$ cat src/rtl/disparity_scan_ctrl_if.sv
// Handshake bundle between the disparity scan controller, the SAD cost engine
// and the depth stage. master = controller side, slave = environment side.
interface disparity_scan_ctrl_if #(
    parameter int COST_W = 18,
    parameter int DISP_W = 6
);
    logic              start;
    logic [DISP_W-1:0] disp_min;
    logic [DISP_W-1:0] disp_max;
    logic              abort;
    logic              busy;

    logic              cost_req;
    logic [DISP_W-1:0] cost_disp;
    logic              cost_valid;
    logic [COST_W-1:0] cost_in;

    logic [COST_W-1:0] best_cost;
    logic [DISP_W-1:0] best_disp;
    logic              result_valid;
    logic              result_ready;
    logic              range_err;

    modport master (
        input  start, disp_min, disp_max, abort, cost_valid, cost_in, result_ready,
        output busy, cost_req, cost_disp, best_cost, best_disp, result_valid, range_err
    );

    modport slave (
        output start, disp_min, disp_max, abort, cost_valid, cost_in, result_ready,
        input  busy, cost_req, cost_disp, best_cost, best_disp, result_valid, range_err
    );
endinterface

$ cat src/rtl/disparity_scan_ctrl.sv
// Walks a disparity range, requests one SAD cost per disparity, tracks the
// argmin and hands the winning disparity to the depth stage via valid/ready.
module disparity_scan_ctrl #(
    parameter int                COST_W   = 18,
    parameter int                DISP_W   = 6,
    parameter logic [COST_W-1:0] COST_MAX = {COST_W{1'b1}}
) (
    input  logic                  clk,
    input  logic                  rst,
    disparity_scan_ctrl_if.master bus
);

    typedef enum logic [1:0] {
        IDLE = 2'd0,
        REQ  = 2'd1,
        WAIT = 2'd2,
        DONE = 2'd3
    } state_t;

    state_t            state;
    logic              first;
    logic [DISP_W-1:0] disp_last;
    logic              cost_req;
    logic [DISP_W-1:0] cost_disp;
    logic              busy;
    logic [COST_W-1:0] best_cost;
    logic [DISP_W-1:0] best_disp;
    logic              result_valid;
    logic              range_err;

    // Strict less-than keeps the earlier (lower) disparity on ties.
    function automatic logic take_sample(input logic              is_first,
                                         input logic [COST_W-1:0] cand,
                                         input logic [COST_W-1:0] cur);
        return is_first || (cand < cur);
    endfunction

    always_ff @(posedge clk) begin
        if (rst) begin
            state        <= IDLE;
            first        <= 1'b1;
            disp_last    <= '0;
            cost_req     <= 1'b0;
            cost_disp    <= '0;
            busy         <= 1'b0;
            best_cost    <= COST_MAX;
            best_disp    <= '0;
            result_valid <= 1'b0;
            range_err    <= 1'b0;
        end else begin
            case (state)
                IDLE: begin
                    if (bus.start) begin
                        disp_last <= bus.disp_max;
                        cost_disp <= bus.disp_min;
                        busy      <= 1'b1;
                        if (bus.disp_max >= bus.disp_min) begin
                            first     <= 1'b1;
                            range_err <= 1'b0;
                            cost_req  <= 1'b1;
                            state     <= REQ;
                        end else begin
                            best_cost    <= COST_MAX;
                            best_disp    <= bus.disp_min;
                            range_err    <= 1'b1;
                            result_valid <= 1'b1;
                            state        <= DONE;
                        end
                    end
                end
                REQ: begin
                    cost_req <= 1'b0;
                    if (bus.abort) begin
                        busy  <= 1'b0;
                        state <= IDLE;
                    end else begin
                        state <= WAIT;
                    end
                end
                WAIT: begin
                    if (bus.abort) begin
                        busy  <= 1'b0;
                        state <= IDLE;
                    end else if (bus.cost_valid) begin
                        if (take_sample(first, bus.cost_in, best_cost)) begin
                            best_cost <= bus.cost_in;
                            best_disp <= cost_disp;
                        end
                        first <= 1'b0;
                        // Terminate on the last disparity before incrementing, so the top code never wraps.
                        if (cost_disp == disp_last) begin
                            result_valid <= 1'b1;
                            state        <= DONE;
                        end else begin
                            cost_disp <= cost_disp + DISP_W'(1);
                            cost_req  <= 1'b1;
                            state     <= REQ;
                        end
                    end
                end
                DONE: begin
                    if (bus.result_ready) begin
                        result_valid <= 1'b0;
                        busy         <= 1'b0;
                        state        <= IDLE;
                    end
                end
                default: state <= IDLE;
            endcase
        end
    end

    assign bus.cost_req     = cost_req;
    assign bus.cost_disp    = cost_disp;
    assign bus.busy         = busy;
    assign bus.best_cost    = best_cost;
    assign bus.best_disp    = best_disp;
    assign bus.result_valid = result_valid;
    assign bus.range_err    = range_err;

endmodule

$ cat src/flat_wrapper.sv
// flat-port wrapper written by rule: the top's interface ports become plain ports
module disparity_scan_ctrl_flat 
#(
    parameter int                COST_W   = 18,
    parameter int                DISP_W   = 6,
    parameter logic [COST_W-1:0] COST_MAX = {COST_W{1'b1}}
)
  (clk, rst, bus_start, bus_disp_min, bus_disp_max, bus_abort, bus_cost_valid, bus_cost_in, bus_result_ready, bus_busy, bus_cost_req, bus_cost_disp, bus_best_cost, bus_best_disp, bus_result_valid, bus_range_err);
  disparity_scan_ctrl_if #(.COST_W(COST_W), .DISP_W(DISP_W)) bus_i ();
  input  logic clk;
  input  logic rst;
  input wire logic [$bits(bus_i.start)-1:0] bus_start;
  input wire logic [$bits(bus_i.disp_min)-1:0] bus_disp_min;
  input wire logic [$bits(bus_i.disp_max)-1:0] bus_disp_max;
  input wire logic [$bits(bus_i.abort)-1:0] bus_abort;
  input wire logic [$bits(bus_i.cost_valid)-1:0] bus_cost_valid;
  input wire logic [$bits(bus_i.cost_in)-1:0] bus_cost_in;
  input wire logic [$bits(bus_i.result_ready)-1:0] bus_result_ready;
  output wire logic [$bits(bus_i.busy)-1:0] bus_busy;
  output wire logic [$bits(bus_i.cost_req)-1:0] bus_cost_req;
  output wire logic [$bits(bus_i.cost_disp)-1:0] bus_cost_disp;
  output wire logic [$bits(bus_i.best_cost)-1:0] bus_best_cost;
  output wire logic [$bits(bus_i.best_disp)-1:0] bus_best_disp;
  output wire logic [$bits(bus_i.result_valid)-1:0] bus_result_valid;
  output wire logic [$bits(bus_i.range_err)-1:0] bus_range_err;
  assign bus_i.start = bus_start;
  assign bus_i.disp_min = bus_disp_min;
  assign bus_i.disp_max = bus_disp_max;
  assign bus_i.abort = bus_abort;
  assign bus_i.cost_valid = bus_cost_valid;
  assign bus_i.cost_in = bus_cost_in;
  assign bus_i.result_ready = bus_result_ready;
  assign bus_busy = bus_i.busy;
  assign bus_cost_req = bus_i.cost_req;
  assign bus_cost_disp = bus_i.cost_disp;
  assign bus_best_cost = bus_i.best_cost;
  assign bus_best_disp = bus_i.best_disp;
  assign bus_result_valid = bus_i.result_valid;
  assign bus_range_err = bus_i.range_err;
  disparity_scan_ctrl #(.COST_W(COST_W), .DISP_W(DISP_W), .COST_MAX(COST_MAX)) u_core (.clk(clk), .rst(rst), .bus(bus_i));
endmodule
$ cat config.mk
export PLATFORM = sky130hd
export DESIGN_NAME = disparity_scan_ctrl_flat
export DESIGN_NICKNAME = d
export VERILOG_FILES = /design/src/rtl/disparity_scan_ctrl_if.sv /design/src/rtl/disparity_scan_ctrl.sv /design/src/flat_wrapper.sv
export SDC_FILE = /design/constraint.sdc
export NUM_CORES = 1
export LEC_CHECK = 0
export CORE_MARGIN = 3
export CORE_UTILIZATION = 49
export DETAILED_ROUTE_END_ITERATION = 6
export PLACE_DENSITY_LB_ADDON = 0.08
export RECOVER_POWER = 50
export SETUP_SLACK_MARGIN = 0.5
export SYNTH_ARGS = -nofsm -noshare
export SYNTH_HDL_FRONTEND = slang
export SYNTH_SLANG_ARGS = --single-unit
$ cat constraint.sdc
create_clock -name clk -period 2.5 [get_ports clk]
set_input_delay 0.5 -clock clk [delete_from_list [all_inputs] [get_ports clk]]
set_output_delay 0.5 -clock clk [all_outputs]
set_load 0.005 [all_outputs]
Yosys cells after proc, flatten, opt, wreduce, memory -nomap -nowiden. Index checks and enable logic that the tools add are counted.

Register bits: 43. Logic and storage cells: 87.

Add/sub/neg operators: 1. Magnitude comparators: 2. Equal/unequal tests: 15. Muxes and demuxes: 45. Reductions and logical operators: 14.

Operators by type and width (number): 2-to-1 mux 18 bit (5); 2-to-1 mux 6 bit (9); case mux 18 bit (2 select lines) (1); case mux 6 bit (2 select lines) (2); < comparator 18 bit (1); 2-to-1 mux 1 bit (16); 2-to-1 mux 2 bit (7); != test 2 bit (second input constant) (6); AND reduction 6 bit (2); AND reduction 5 bit (2); case mux 1 bit (3 select lines) (3); != test 2 x 1 -> 1 bit (second input constant) (4); case mux 2 bit (4 select lines) (1); AND reduction 7 bit (1); adder 6 x 1 -> 6 bit (second input constant) (1); == test 6 bit (1); >= comparator 6 bit (1); AND reduction 3 bit (2); nonzero test 3 bit (2); == test 2 bit (second input constant) (2); != test 3 bit (second input constant) (1); == test 2 x 1 -> 1 bit (second input constant) (1); logical NOT 2 bit (1); case mux 1 bit (2 select lines) (1); other kinds (4) (4).

Logic depth before layout (Yosys ltp). Gate-level depths: netlist (run 1).

Word-level depth: 6. Gate-level depth with buffers: 9. Mapped depth without buffers: 8.

Worst setup path after synthesis (run 1). Ideal clock, no wire load.

Kind: in2reg. Start: in bus_disp_min[2]. End: reg u_core.best_cost[10] (netlist: u_core.bus.best_cost[10]). Arrival time: 2090 ps. Required time: 2377 ps. Path slack: 287 ps. Stages on the path: 9. Path buffers: 1. Path through: inv_1 -> ha_1 -> a21o_1 -> a31oi_1 -> o21ai_2 -> a221oi_4 -> nand2_4 -> buf_6 -> mux2i_1.

Cells in the longest elaborated chain, start to end: 3.

RTL lines: start: declaration (line flat_wrapper.sv:13) `input wire logic [$bits(bus_i.disp_min)-1:0] bus_disp_min;`; >= comparator 6 bit (line disparity_scan_ctrl.sv:57) `if (bus.disp_max >= bus.disp_min) begin`; != test 2 bit (no source line); AND reduction 6 bit (no source line); end signal: assignment (line disparity_scan_ctrl.sv:86) `best_cost <= bus.cost_in;`; end: declaration (line disparity_scan_ctrl.sv:26) `logic [COST_W-1:0] best_cost;`.

Every way passes these cells. A chain may end at the register's enable or synchronous reset.

Worst setup path after layout (run 1).
Start: reg u_core.state[1]. End: reg u_core.best_cost[5] (netlist: u_core.bus.best_cost[5]).

Cells in the longest elaborated chain, start to end: 3.

RTL lines: start: declaration (line disparity_scan_ctrl.sv:20) `state_t state;`; start signal: assignment (line disparity_scan_ctrl.sv:40) `state <= IDLE;`; start signal: assignment (line disparity_scan_ctrl.sv:61) `state <= REQ;`; start signal: assignment (line disparity_scan_ctrl.sv:67) `state <= DONE;`; == test 2 bit / logical NOT 2 bit (equally long branches) (line disparity_scan_ctrl.sv:51) `case (state)`; != test 2 x 1 -> 1 bit (no source line), or another cell as far along; AND reduction 6 bit (no source line).

Several ways; a longest one is shown, not always the timed one.

==> results of run 1 <==
cells in the final DEF, fill, tap and decap left out, drive strengths merged, types with 15 or more instances in the layout:
cell type and instances:
dfxtp 43, buf 38, nor3 20, nand2 24
o21ai 15, a21oi 34, ha 30, inv 33
nor2 34, dlygate4sd3 24, mux2i 23
worst min-delay path, stage by stage:
cell and delay [ns]:
clkbuf_2 0.09, nand2_1 0.05, a21oi_1 0.05
cell families after synthesis:
kind of cell             after synthesis  share of synthesized area, %
AO/OA/AOI/OAI                         76                         17.93
XOR/XNOR                               6                         1.936
adder cells (fa/ha/maj)               30                         13.83
buffers and inverters                 49                         7.284
flip-flops                            43                         31.72
multiplexers                          23                         8.483
AND/OR/NAND/NOR                      106                         18.81
sequential cells by signal, summed over array words and instances (netlist names), 2 cells and up:
register and count:
u_core.bus.best_cost 18, u_core.bus.best_disp 6, u_core.bus.cost_disp 6, u_core.disp_last 6
u_core.state 2
cell type report:
| type | count | area [um^2] | share of cell area (%) |
|---|---|---|---|
| flip-flops and latches | 43 | 872.1 | 21.23 |
| clock buffers | 6 | 72.57 | 1.767 |
| clock inverters | 2 | 12.51 | 0.3046 |
| well taps | 70 | 87.58 | 2.132 |
| inverters | 33 | 148.9 | 3.625 |
| repair buffers | 99 | 894.6 | 21.78 |
| multi-input cells | 241 | 2019 | 49.16 |
stage by stage:
step	hold slack, ns	power (mW)
2_1_floorplan	0.4478	2.262
3_3_place_gp	0.4565	2.918
3_5_place_dp	0.4582	2.952
4_1_cts	0.4668	3.586
5_1_grt	0.4620	4.137
6_report	0.4432	3.875
worst min-delay path by stage:
stage | startpoint | to | slack (ns) | cells past startpoint
finish | bus_disp_max[1] | u_core.disp_last[1]$_SDFFE_PP0P_ | 0.44 | 3
global route | bus_disp_max[1] | u_core.disp_last[1]$_SDFFE_PP0P_ | 0.46 | 3
CTS | bus_disp_max[4] | u_core.disp_last[4]$_SDFFE_PP0P_ | 0.47 | 3
detailed placement | u_core.disp_last[2]$_SDFFE_PP0P_ | u_core.disp_last[2]$_SDFFE_PP0P_ | 0.46 | 2
global placement | u_core.disp_last[3]$_SDFFE_PP0P_ | u_core.disp_last[3]$_SDFFE_PP0P_ | 0.46 | 2
floorplan | u_core.disp_last[0]$_SDFFE_PP0P_ | u_core.disp_last[0]$_SDFFE_PP0P_ | 0.45 | 2
power by group through the flow:
stage,combinational (mW),clock (mW),sequential (mW)
3_3_place_gp,1.86,0,1.06
5_1_grt,2.56,0.468,1.10
2_1_floorplan,1.22,0,1.04
4_1_cts,2.09,0.449,1.05
6_report,2.36,0.442,1.07
3_5_place_dp,1.89,0,1.06
metal layers:
layer	track usage, %	part of all wire [%]
met5	0	0
met4	7.601	0.71
met3	2.915	4.0
met2	40.48	51
met1	26.75	44
repair_timing:
action,4_1_cts,5_1_grt
gates resized for setup,96,67
pin swaps,24,33
endpoints found under the setup margin,34,31
buffers inserted,5,3
cloned,2,1
==> flow_results.org, run 1 <==
** Logic synthesis
- The cell area that synthesis handed to floorplanning was 2714 um^2.
- By area the synthesized netlist is led by dfxtp_1 32%, ha_1 14%, mux2i_1 8.5%.
- The netlist uses 42 different library cells.
- Yosys instantiated no cell more often than dfxtp_1.
- Leading area contributor after synthesis :: dfxtp_1
- Sorting the synthesized cells by how often they occur yields 43 x dfxtp_1, 34 x a21oi_1, 34 x nor2_1, 32 x inv_1, 30 x ha_1.
- Commonest register cell after synthesis :: dfxtp_1
- Share of synthesized area occupied by flip-flops and latches :: 31.72%
- When the netlist entered floorplanning its net count stood at 399.
- Synthesis produced roughly 330 cells.
- Fraction of synthesized cell area taken by the top area cell type :: 31.72%
- Synth async-reset ratio :: 0%
- In this run, synthesis inferred 0 flip-flops with an integrated enable.
- Average size of a mapped cell :: 8.150 um^2
- In this run, synthesis produced a sequential element count of 43.
- Yosys printed 0 warnings.

** CTS
- Clock tree sinks :: 43
- In this run the deepest clock path goes through 2 buffers.
- After clock tree synthesis, the flow added hold-fix buffers numbering 0.
- Buffers inserted during clock tree synthesis total 5.
- Reg clk slew, reported paths :: about 0.090 ns
- Root Driver :: clkbuf_8
- The later pin in the worst-skew pair is clocked with a latency of 0.29 ns.
- Number of H-tree levels :: 2
- TritonCTS built the clock tree.

** STA
- Worst max-slew margin expressed relative to the limit :: a little under two thirds
- Setup violations remaining at the end of the flow were counted as 0.
- Number of hold-slack violations in the final timing report :: 0
- Final total negative setup slack :: 0 ns
- After layout, the minimum clock period comes to 2.186 ns.
- The clock arrives with 0.005525 ns of skew.
- Fmax :: 457.5 MHz
- Dividing the final minimum period by the clock period gives about 87%.
- Unrepaired setup endpoints after global routing :: true
- Setup slack closes at 0.3140 ns.
- Actual slew at the worst max-slew pin :: around 0.54 ns
- Final Slew Violations :: 0

** Floorplanning
- Top-Level Pins :: 70
- The initial utilization of the core area, before any placement, comes to roughly 52%.
- Die height :: slightly above 80 um
- The die covers 6467 um^2.
- Core Footprint :: between 5000 and 6000 um^2
- In this run the horizontal extent of the chip is approximately 80 um.
- Standard-cell row count :: 26

** GRT
- Pin count of the biggest net entering global routing :: 26
- Overall overflow remaining after global route :: 0
- Initial antenna violation count :: 0
- All-Layer GR Usage :: 22.30%
- The first global-routing pass estimated approximately 12000 um of wire.
- The number of global-route vias before repair was 2612.

** Placed design
- At the end of routability-driven placement, the weighted congestion stood at 0.8156.
- Setup WS pre-CTS :: -0.3464 ns
- Once placement finished, the instance area stood at 3625 um^2.
- Number of buffers added on ports :: 69
- DP HPWL :: 4998 um
- Once placement completed, the tool counted placed cells totaling around 480.

** Power and ir drop
- IR analysis of the VDD net gives a maximum drop of about 0.00050 V.
- Net switching power of the design :: between 1.5 and 2 mW
- Leakage Power :: 1.896 nW
- Internal portion of total power :: 2.300 mW
- In this run the power density over the cells is 943.3 nW/um^2.
- The share of total power dissipated in sequential elements is roughly 28%.
- Of the total power, the clock network draws 11.4%.
- Net switching is 40.65% of the power.
- Per report_power, the combinational group accounts for 60.9% of the total.

** Setup path
- At the worst endpoint, the required time is 2.68 ns.
- Worst R2R Setup Slack :: 0.31 ns
- The worst register-to-register path ends at u_core.bus.best_cost[5]$_SDFFE_PP1P_.
- Launching element type of the critical path :: flop
- The critical path goes through inv_1 -> ha_1 -> nand2b_1 -> o21ai_1 -> a21o_1 -> a221oi_4 -> buf_6 -> nand2_8 -> clkbuf_16 -> mux2i_1.
- Grouping stages by cell kind, the critical path spends the most delay in compound AO/OA/AOI/OAI gates.
- Startpoint of the most critical register-to-register path :: u_core.state[1]$_SDFFE_PP0P_
- Cell count along the critical path :: 10
- Critical Path End :: u_core.bus.best_cost[5]$_SDFFE_PP1P_
- The worst setup path is captured at a flop.
- The critical path contains buffers and inverters numbering 3 combined.
- The number of cells on the worst reg-to-reg path is 10.
- In this run the worst path has a maximum fanout of 7.
- Biggest cell delay along the critical path :: 0.38 ns
- Tracing the worst setup path back leads to its startpoint at u_core.state[1]$_SDFFE_PP0P_.
- Data arrival at the endpoint of the critical path :: 2.37 ns
- Slowest cell on the critical path :: dfxtp_2
- Critical Setup Path Class :: reg2reg

** Drt
- Per-cell routed wire length :: between 15 and 20 um
- Across all layers, the routed design uses 2644 vias.
- Vias per Instance :: between 5 and 6
- Count of routing violations after the opening detailed-route iteration :: about 80
- The first detailed-routing pass took 4 iterations.
- Wire length after detailed routing :: 7476 um
- Remaining design rule violation count :: 0
- Antenna Nets Post-Route :: 0

** Final layout
- Final Instance Area :: 4108 um^2
- Relative area change from synthesis to final layout :: 51.36%
- 0 antenna diodes ended up in the layout.
- Non-filler cells in the finished layout :: 494
- Number of inserted filler cells in the final layout :: 380
- In the final layout, the share of cells above drive strength 1 is approximately 29%.
- Count of nets after finishing :: 489
- Core utilization of the finished layout :: 78.43%

** Run status
- Outcome :: complete, no violations

** Min path
- In this run the worst hold path is classified as in2reg.

** Run
- Number of max-cap violations :: 0
Note: power is estimated with default switching activity, not from simulation.
==> run 2: changes to the inputs <==
--- a/config.mk
+++ b/config.mk
@@ -5,6 +5,7 @@
 export SDC_FILE = /design/constraint.sdc
 export NUM_CORES = 1
 export LEC_CHECK = 0
+export ABC_CLOCK_PERIOD_IN_PS = 2500
 export CORE_MARGIN = 3
 export CORE_UTILIZATION = 49
 export DETAILED_ROUTE_END_ITERATION = 6
==> results of run 2 <==
The final DEF is identical to that of run 1; final timing and power are the same.
